`src/rtl/bit_sel_pkg.sv`:
```
// Shared definitions for the bit-window feeder and the 32x16 bit selector it drives.
package bit_sel_pkg;

    localparam int WINDOW_WIDTH  = 32;
    localparam int IN_WIDTH      = WINDOW_WIDTH / 2;
    localparam int COMMAND_WIDTH = $clog2(WINDOW_WIDTH);
    localparam int LEN_WIDTH     = 5;
    localparam int PTR_WIDTH     = 4;

    // Window occupancy in input words.
    typedef enum logic [1:0] {
        EMPTY = 2'd0,
        HALF  = 2'd1,
        FULL  = 2'd2
    } win_state_t;

    localparam logic [COMMAND_WIDTH-1:0] CMD_NO_SHIFT = 5'b00000;

    // Pointer 0 means no shift; pointer p>0 selects shift p as {1, p-1}.
    // Shift 16 (5'b11111) is never produced because p stays within 0..15.
    function automatic logic [COMMAND_WIDTH-1:0] ptr_to_cmd(input logic [PTR_WIDTH-1:0] p);
        logic [COMMAND_WIDTH-1:0] cmd;
        if (p == '0) begin
            cmd = CMD_NO_SHIFT;
        end else begin
            cmd = {1'b1, p - 4'd1};
        end
        return cmd;
    endfunction

endpackage

```
`src/rtl/bit_sel_cmd_encode.sv`:
```
// Combinational bit pointer to selector command translation.
module bit_sel_cmd_encode
    import bit_sel_pkg::*;
(
    input  logic [PTR_WIDTH-1:0]     ptr,
    output logic [COMMAND_WIDTH-1:0] cmd
);

    // Pure lookup: the selector command follows the registered pointer.
    always_comb begin
        cmd = ptr_to_cmd(ptr);
    end

endmodule

```
`src/rtl/bit_window_feeder_32.sv`:
```
// Packs 16-bit words into a 32-bit sliding window and tracks the bit pointer
// for the downstream 32x16 selector.
// Optional build macro BIT_WINDOW_FLUSH_EN adds the i_flush input.
//
// Handshakes:
//   input word : transferred on a cycle where i_valid & i_ready are both high;
//                i_ready never depends on i_valid. i_ready also rises in a FULL
//                cycle whose advance drops the low word, so it has a
//                combinational path from i_adv_valid/i_adv_len.
//   advance    : i_adv_valid is a request that takes effect only while o_valid
//                is high; with o_valid low it is ignored (no backpressure).
// The window state is observable through the internal signal 'state'.
module bit_window_feeder_32
    import bit_sel_pkg::*;
(
    input  logic                     clk,
    input  logic                     rst,
    input  logic                     i_valid,
    output logic                     i_ready,
    input  logic [IN_WIDTH-1:0]      i_data,
    input  logic                     i_adv_valid,
    input  logic [LEN_WIDTH-1:0]     i_adv_len,
`ifdef BIT_WINDOW_FLUSH_EN
    input  logic                     i_flush,
`endif
    output logic                     o_valid,
    output logic                     o_en,
    output logic [WINDOW_WIDTH-1:0]  o_data_bus,
    output logic [COMMAND_WIDTH-1:0] o_cmd,
    output logic [PTR_WIDTH-1:0]     o_ptr
);

    win_state_t              state, state_nxt;
    logic [WINDOW_WIDTH-1:0] window, window_nxt;
    logic [PTR_WIDTH-1:0]    ptr, ptr_nxt;

    logic                    flush_req;
    logic [LEN_WIDTH-1:0]    len_sat;
    logic [5:0]              sum;
    logic                    adv_fire;
    logic                    drop;
    logic                    ready;
    logic                    accept;

`ifdef BIT_WINDOW_FLUSH_EN
    assign flush_req = i_flush;
`else
    assign flush_req = 1'b0;
`endif

    // State, window and pointer registers; rst discards everything.
    always_ff @(posedge clk) begin
        if (rst) begin
            state  <= EMPTY;
            window <= '0;
            ptr    <= '0;
        end else begin
            state  <= state_nxt;
            window <= window_nxt;
            ptr    <= ptr_nxt;
        end
    end

    // Next-state, window shifting and pointer arithmetic.
    always_comb begin
        state_nxt  = state;
        window_nxt = window;
        ptr_nxt    = ptr;

        // Lengths above 16 are illegal and clamp to a full word.
        len_sat  = (i_adv_len > 5'd16) ? 5'd16 : i_adv_len;
        sum      = {2'b00, ptr} + {1'b0, len_sat};
        adv_fire = i_adv_valid & (state == FULL);
        drop     = adv_fire & (sum >= 6'd16);
        ready    = ~flush_req & ((state != FULL) | drop);
        accept   = i_valid & ready;

        unique case (state)
            EMPTY: begin
                if (accept) begin
                    window_nxt[IN_WIDTH-1:0] = i_data;
                    state_nxt                = HALF;
                end
            end
            HALF: begin
                if (accept) begin
                    window_nxt[WINDOW_WIDTH-1:IN_WIDTH] = i_data;
                    state_nxt                           = FULL;
                end
            end
            FULL: begin
                if (adv_fire) begin
                    // sum is below 32, so its low nibble is either s or s-16.
                    ptr_nxt = sum[PTR_WIDTH-1:0];
                    if (drop) begin
                        window_nxt[IN_WIDTH-1:0] = window[WINDOW_WIDTH-1:IN_WIDTH];
                        if (accept) begin
                            window_nxt[WINDOW_WIDTH-1:IN_WIDTH] = i_data;
                            state_nxt                           = FULL;
                        end else begin
                            state_nxt = HALF;
                        end
                    end
                end
            end
            default: begin
                state_nxt = EMPTY;
            end
        endcase

        if (flush_req) begin
            state_nxt  = EMPTY;
            window_nxt = '0;
            ptr_nxt    = '0;
        end
    end

    // Ready is held low during reset regardless of window occupancy.
    always_comb begin
        i_ready = ~rst & ready;
    end

    // Registered window drives the selector directly.
    always_comb begin
        o_valid    = (state == FULL);
        o_en       = (state == FULL);
        o_data_bus = window;
        o_ptr      = ptr;
    end

    bit_sel_cmd_encode u_cmd_encode (
        .ptr (ptr),
        .cmd (o_cmd)
    );

endmodule

```
`config.mk`:
```
export PLATFORM = sky130hd
export DESIGN_NAME = bit_window_feeder_32
export DESIGN_NICKNAME = d
export VERILOG_FILES = /design/src/rtl/bit_sel_pkg.sv /design/src/rtl/bit_sel_cmd_encode.sv /design/src/rtl/bit_window_feeder_32.sv
export SDC_FILE = /design/constraint.sdc
export NUM_CORES = 1
export LEC_CHECK = 0
export ABC_AREA = 1
export CAP_MARGIN = 20
export CORE_ASPECT_RATIO = 2
export CORE_MARGIN = 1.5
export CORE_UTILIZATION = 42
export CTS_CLUSTER_DIAMETER = 40
export CTS_CLUSTER_SIZE = 24
export DETAILED_ROUTE_END_ITERATION = 8
export GPL_TIMING_DRIVEN = 0
export PLACE_DENSITY = 0.74
export SLEW_MARGIN = 0
export SYNTH_ARGS = -nofsm -noshare
export SYNTH_HDL_FRONTEND = slang
export SYNTH_SLANG_ARGS = --single-unit
```
`constraint.sdc`:
```
create_clock -name clk -period 1.9 [get_ports clk]
set_input_delay 0.38 -clock clk [delete_from_list [all_inputs] [get_ports clk]]
set_output_delay 0.38 -clock clk [all_outputs]
set_load 0.005 [all_outputs]
```
After elaboration in Yosys (flattened, before gate mapping)
Cells that the tools add are included.

Flip-flop bits (word level): 38. Output and inout port bits: 44. Word-level logic and storage cells: 43.

Add/subtract/negate cells: 2. Mux-type cells: 14. Equality and inequality tests: 7. Reduce and logical (&&, ||, !) cells: 8. Magnitude comparators: 2. Bitwise gates (word level): 6.

Operators with widths (count): 2-to-1 mux 32 bit (2); case mux 16 bit (2 select lines) (2); 2-to-1 mux 16 bit (2); 2-to-1 mux 2 bit (5); 2-to-1 mux 5 bit (2); AND reduction 4 bit (2); adder 4 x 5 -> 6 bit (1); greater-or-equal comparator 6 x 5 -> 1 bit (second input constant) (1); != test 2 bit (second input constant) (3); case mux 2 bit (3 select lines) (1); > comparator 5 bit (second input constant) (1); bitwise AND 1 bit (4); zero test 4 bit (1); != test 2 x 1 -> 1 bit (second input constant) (2); nonzero test 2 bit (2); subtractor 4 x 1 -> 4 bit (second input constant) (1); AND reduction 3 bit (1); equality test 2 x 1 -> 1 bit (second input constant) (1); equality test 2 bit (second input constant) (1); zero test 2 bit (1); AND reduction 2 bit (1); inverter 1 bit (1); bitwise OR 1 bit (1).

Longest topological paths before layout
Word-level depth: 11. Mapped depth: 16. Gate-level depth less buffers: 15.

Hierarchy
Synthesis repeated with hierarchy kept, for this count alone.

Cell total of the unflattened synthesis: 279. Area total of the unflattened synthesis: 1963.1 µm².

By module, submodules not included: bit_window_feeder_32 (times used 1, area an instance 1893.1 µm², cells each 262); bit_sel_cmd_encode (times used 1, area an instance 70.1 µm², cells each 17).

Worst setup path before layout
OpenSTA, ideal clock, no wires.

Path type: input to register. From: input i_adv_len[0]. To: register window[16], in the netlist o_data_bus[16]. Slack: -83 ps. Required time: 1785 ps. Path buffers: 1. Arrival: 1868 ps. Cell stages on the path: 15. Library setup time: 115 ps. Path through: inv_1 -> nor2_1 -> ha_1 -> fa_1 -> nand2_1 -> nand2_1 -> nand2_1 -> nand2_1 -> nand2_1 -> nand3_2 -> nand2_2 -> nand2_4 -> buf_4 -> a21oi_1 -> nor2_1.

Longest elaborated chain between the ends: 11.

Ends and longest elaborated chain: start: declaration (line bit_window_feeder_32.sv:22) `input logic [LEN_WIDTH-1:0] i_adv_len,`; > comparator 5 bit (line bit_window_feeder_32.sv:71) `len_sat = (i_adv_len > 5'd16) ? 5'd16 : i_adv_len;`; 2-to-1 mux 5 bit (*) (line bit_window_feeder_32.sv:71); adder 4 x 5 -> 6 bit (*) (line bit_window_feeder_32.sv:72) `sum = {2'b00, ptr} + {1'b0, len_sat};`; greater-or-equal comparator 6 x 5 -> 1 bit (*) (line bit_window_feeder_32.sv:74) `drop = adv_fire & (sum >= 6'd16);`; bitwise AND 1 bit (*) (line bit_window_feeder_32.sv:74); bitwise OR 1 bit (line bit_window_feeder_32.sv:75) `ready = ~flush_req & ((state != FULL) | drop);`; bitwise AND 1 bit (line bit_window_feeder_32.sv:76) `accept = i_valid & ready;`; 2-to-1 mux 16 bit; 2-to-1 mux 32 bit (2 in series); case mux 16 bit (2 select lines); end signal: assignment (line bit_window_feeder_32.sv:59) `window <= window_nxt;`; end: declaration (line bit_window_feeder_32.sv:34) `logic [WINDOW_WIDTH-1:0] window, window_nxt;`.

Mark *: on every way between the ends. The rest lies on a longest branch, timed or not. The select of a mux whose other input is x is not followed. A chain may end at the register's enable or synchronous reset.

Worst setup path in the final report
From: register ptr[0], in the netlist o_ptr[0]. To: output i_ready.

Longest elaborated chain between the ends: 5.

Ends and longest elaborated chain: start: declaration (line bit_window_feeder_32.sv:35) `logic [PTR_WIDTH-1:0] ptr, ptr_nxt;`; start signal: assignment (line bit_window_feeder_32.sv:60) `ptr <= ptr_nxt;`; adder 4 x 5 -> 6 bit (line bit_window_feeder_32.sv:72); greater-or-equal comparator 6 x 5 -> 1 bit (line bit_window_feeder_32.sv:74); bitwise AND 1 bit (line bit_window_feeder_32.sv:74); bitwise OR 1 bit (line bit_window_feeder_32.sv:75); bitwise AND 1 bit (line bit_window_feeder_32.sv:120) `i_ready = ~rst & ready;`; end: declaration (line bit_window_feeder_32.sv:19) `output logic i_ready,`.

Every way passes these cells.

==> impl_metrics.json <==
{
  "numCtsBuffers": 5,
  "viasPerCell": 5.08,
  "die-area_mm2": 0.00550,
  "pwr-share-clk": 0.238,
  "hp-class": "reg -> reg",
  "whs_ns": 0.481,
  "cts_tree": "done",
  "postLayoutCoreUtil": 0.717,
  "irDropWorstVdd_mv": 0.573,
  "final_max_slew_viol_count": 0,
  "synthesis.nets": 354,
  "place.port_buffers": 68,
  "die_h_um": 103,
  "leakage_nw": 1.56,
  "drt-total-wl_mm": 6.68,
  "dp_hpwl_mm": 4.37,
  "clock_path_buffers": 2,
  "start_util": 0.435,
  "ys_seq_area_frac": 0.360,
  "tns_ns": -5.15,
  "dr.pass1.iters": 4,
  "fin_area_mm2": 0.00349,
  "fin_nets": 448,
  "core_mm2": 0.00486,
  "rows": 36,
  "cp_data_arrival_time_ns": 1.87,
  "track_usage": 0.243,
  "ant_nets": 0,
  "grt_setup_unrepaired": "yes",
  "grt_max_degree": 12,
  "wl_per_cell_um": 14.0,
  "fillers": 394,
  "fin_skew_ns": 0.00434,
  "outcome": "finished with violations",
  "synth-seq-cells": 38,
  "holdPathStages": 2,
  "worst_setup_path_start_kind": "flop",
  "min_to": "o_data_bus[12]",
  "r2r_cells": 15,
  "violations": "setup timing",
  "path_clk_slew_ns": 0.07,
  "cap_violations": 0,
  "comb_power_share": 0.368,
  "worst_slew_pin_slew_ns": 0.735,
  "fp.dieW_um": 53.2,
  "setup_ws_ns": -0.350,
  "ys_warn_count": 0,
  "clk_latency_ns": 0.30,
  "hold_start": "o_data_bus[12]",
  "placed_cell_area_mm2": 0.00289,
  "p_int_mw": 1.64,
  "end_kind": "output port",
  "worstPathMaxFanout": 2,
  "num_io_pins": 69,
  "first_iter_violations": 54,
  "timing.fmax_mhz": 445,
  "cts_hold_buf": 0,
  "drc": 0,
  "grt_pass1_vias": 2157,
  "worstReg2RegEnd": "o_data_bus[30]",
  "vias": 2417,
  "crit_type": "reg -> out",
  "syn_inst": 324,
  "cts_sinks": 38,
  "setup_viol": 40,
  "switching_share": 0.319,
  "hold_viol": 0,
  "grt_remaining_overflow": 0,
  "grt_first_pass_wirelength_mm": 9.83,
  "rrSetupSlack_ns": -0.29,
  "clockRootBuffer": "clkbuf_8",
  "seqPwrFrac": 0.394,
  "synthesis.area_mm2": 0.00212,
  "h-tree-depth": 2,
  "period_needed_ns": 2.25,
  "drive_gt1_frac": 0.279,
  "antenna_found_initial": 0,
  "netSwitchingPower_mw": 0.771,
  "area_delta_synth_final_pct": 64.9,
  "post-route-period-util": 1.18,
  "power_density_mw_per_mm2": 692,
  "syn_avg_cell_area_um2": 6.53,
  "r2r-start": "o_ptr[0]",
  "critical_path_required_ns": 1.52,
  "slew_headroom": 0.510,
  "yosys.cell_types.count": 24,
  "antenna_cells": 0,
  "gp_congestion": 0.865
}
## worst max-delay path by stage
stage,endpoint,depth (start not counted),startpoint
floorplan,o_data_bus[16],15,i_adv_len[0]
global placement,i_ready,12,i_adv_len[4]
detailed placement,i_ready,12,i_adv_len[4]
CTS,i_ready,10,o_ptr[0]
global route,i_ready,10,o_ptr[0]
finish,i_ready,10,o_ptr[0]
## cells by family after synthesis
| kind of cell | count (synthesis) | share of synthesized area |
|---|---|---|
| flip-flops | 38 | 0.360 |
| AO/OA/AOI/OAI | 64 | 0.154 |
| buffers and inverters | 67 | 0.140 |
| AND/OR/NAND/NOR | 148 | 0.305 |
| XOR/XNOR | 2 | 0.00828 |
| adder cells (fa/ha/maj) | 5 | 0.0331 |
## Yosys cell counts
master	n	area, um^2
buf_4	3	22.5
ha_1	4	50.1
dfxtp_1	38	761
a21boi_0	1	7.51
a21oi_1	41	205
inv_2	3	11.3
nand2_1	64	240
buf_6	4	45.0
nand3_1	35	175
nand3_2	1	10.0
fa_1	1	20.0
nor3_1	2	10.0
nand2_4	3	33.8
buf_1	4	15.0
nor2_1	39	146
o211ai_1	1	7.51
o21ai_0	21	105
nor2_4	1	11.3
xnor2_1	2	17.5
inv_1	45	169
clkbuf_1	5	18.8
buf_2	3	15.0
nor2_2	1	6.26
nand2_2	2	12.5
## registers in the layout, indices dropped and copies added (netlist names)
| name | count |
|---|---|
| o_data_bus | 32 |
| o_ptr | 4 |
| state | 2 |
## placed cells by master, fill, tap and decap left out, drive strengths merged, types with 2 or more instances in the layout
cell and instances:
a21oi 41, buf 39, clkbuf 12, clkdlybuf4s50 61
dfxtp 38, ha 4, inv 48, nand2 69
nand3 36, nor2 41, nor3 2, o21ai 21
xnor2 2
## power groups by stage
stage / Sequential, mW / Combinational (mW) / Clock [mW]
floorplan: 0.960 / 0.351 / 0
global placement: 0.958 / 0.667 / 0
detailed placement: 0.960 / 0.680 / 0
CTS: 0.943 / 0.781 / 0.583
global route: 0.960 / 0.965 / 0.604
finish: 0.950 / 0.889 / 0.575
## layer usage
layer / up-vias / part of all wire / track usage
li1: 1212 / - / -
met1: 1111 / 0.35 / 0.252
met2: 80 / 0.58 / 0.455
met3: 14 / 0.045 / 0.0374
met4: 0 / 0.026 / 0.114
met5: - / 0 / 0
## layout make-up
type	instances	area [um^2]	area share
buffer	19	138	0.0395
clock buffer	7	86.3	0.0247
clock inverter	1	5.00	0.00143
inverter	48	180	0.0516
multi-input combinational	219	1360	0.389
sequential	38	767	0.220
tap	57	71.3	0.0204
timing repair buffer	87	885	0.254
## what timing repair did
action | in CTS | in global routing
buffers inserted | 9 | 4
hold endpoints to repair | 0 | 0
cloned | 5 | 1
endpoints found under the setup margin | 42 | 41
pin swaps | 13 | 23
gates resized for setup | 48 | 61
## worst max-delay path, cell delays in order (launching register included)
cell     delay, ns
dfxtp_4       0.36
ha_4          0.16
fa_2          0.34
nand2_1       0.07
nand2_1       0.06
nand3_1       0.09
nand2_2       0.07
nand3_4       0.09
nand2_4       0.07
a21oi_2       0.15
buf_2         0.13
## per-stage QoR
stage	worst slack (ns)	std cells	total power, mW
final	-0.350	476	2.41
after global routing	-0.413	476	2.53
after CTS	-0.333	471	2.31
after detailed placement	-1.27	449	1.64
after global placement	-1.24	449	1.63
after floorplan	-0.00309	324	1.31
No activity file was read; power rests on OpenSTA's default activity.
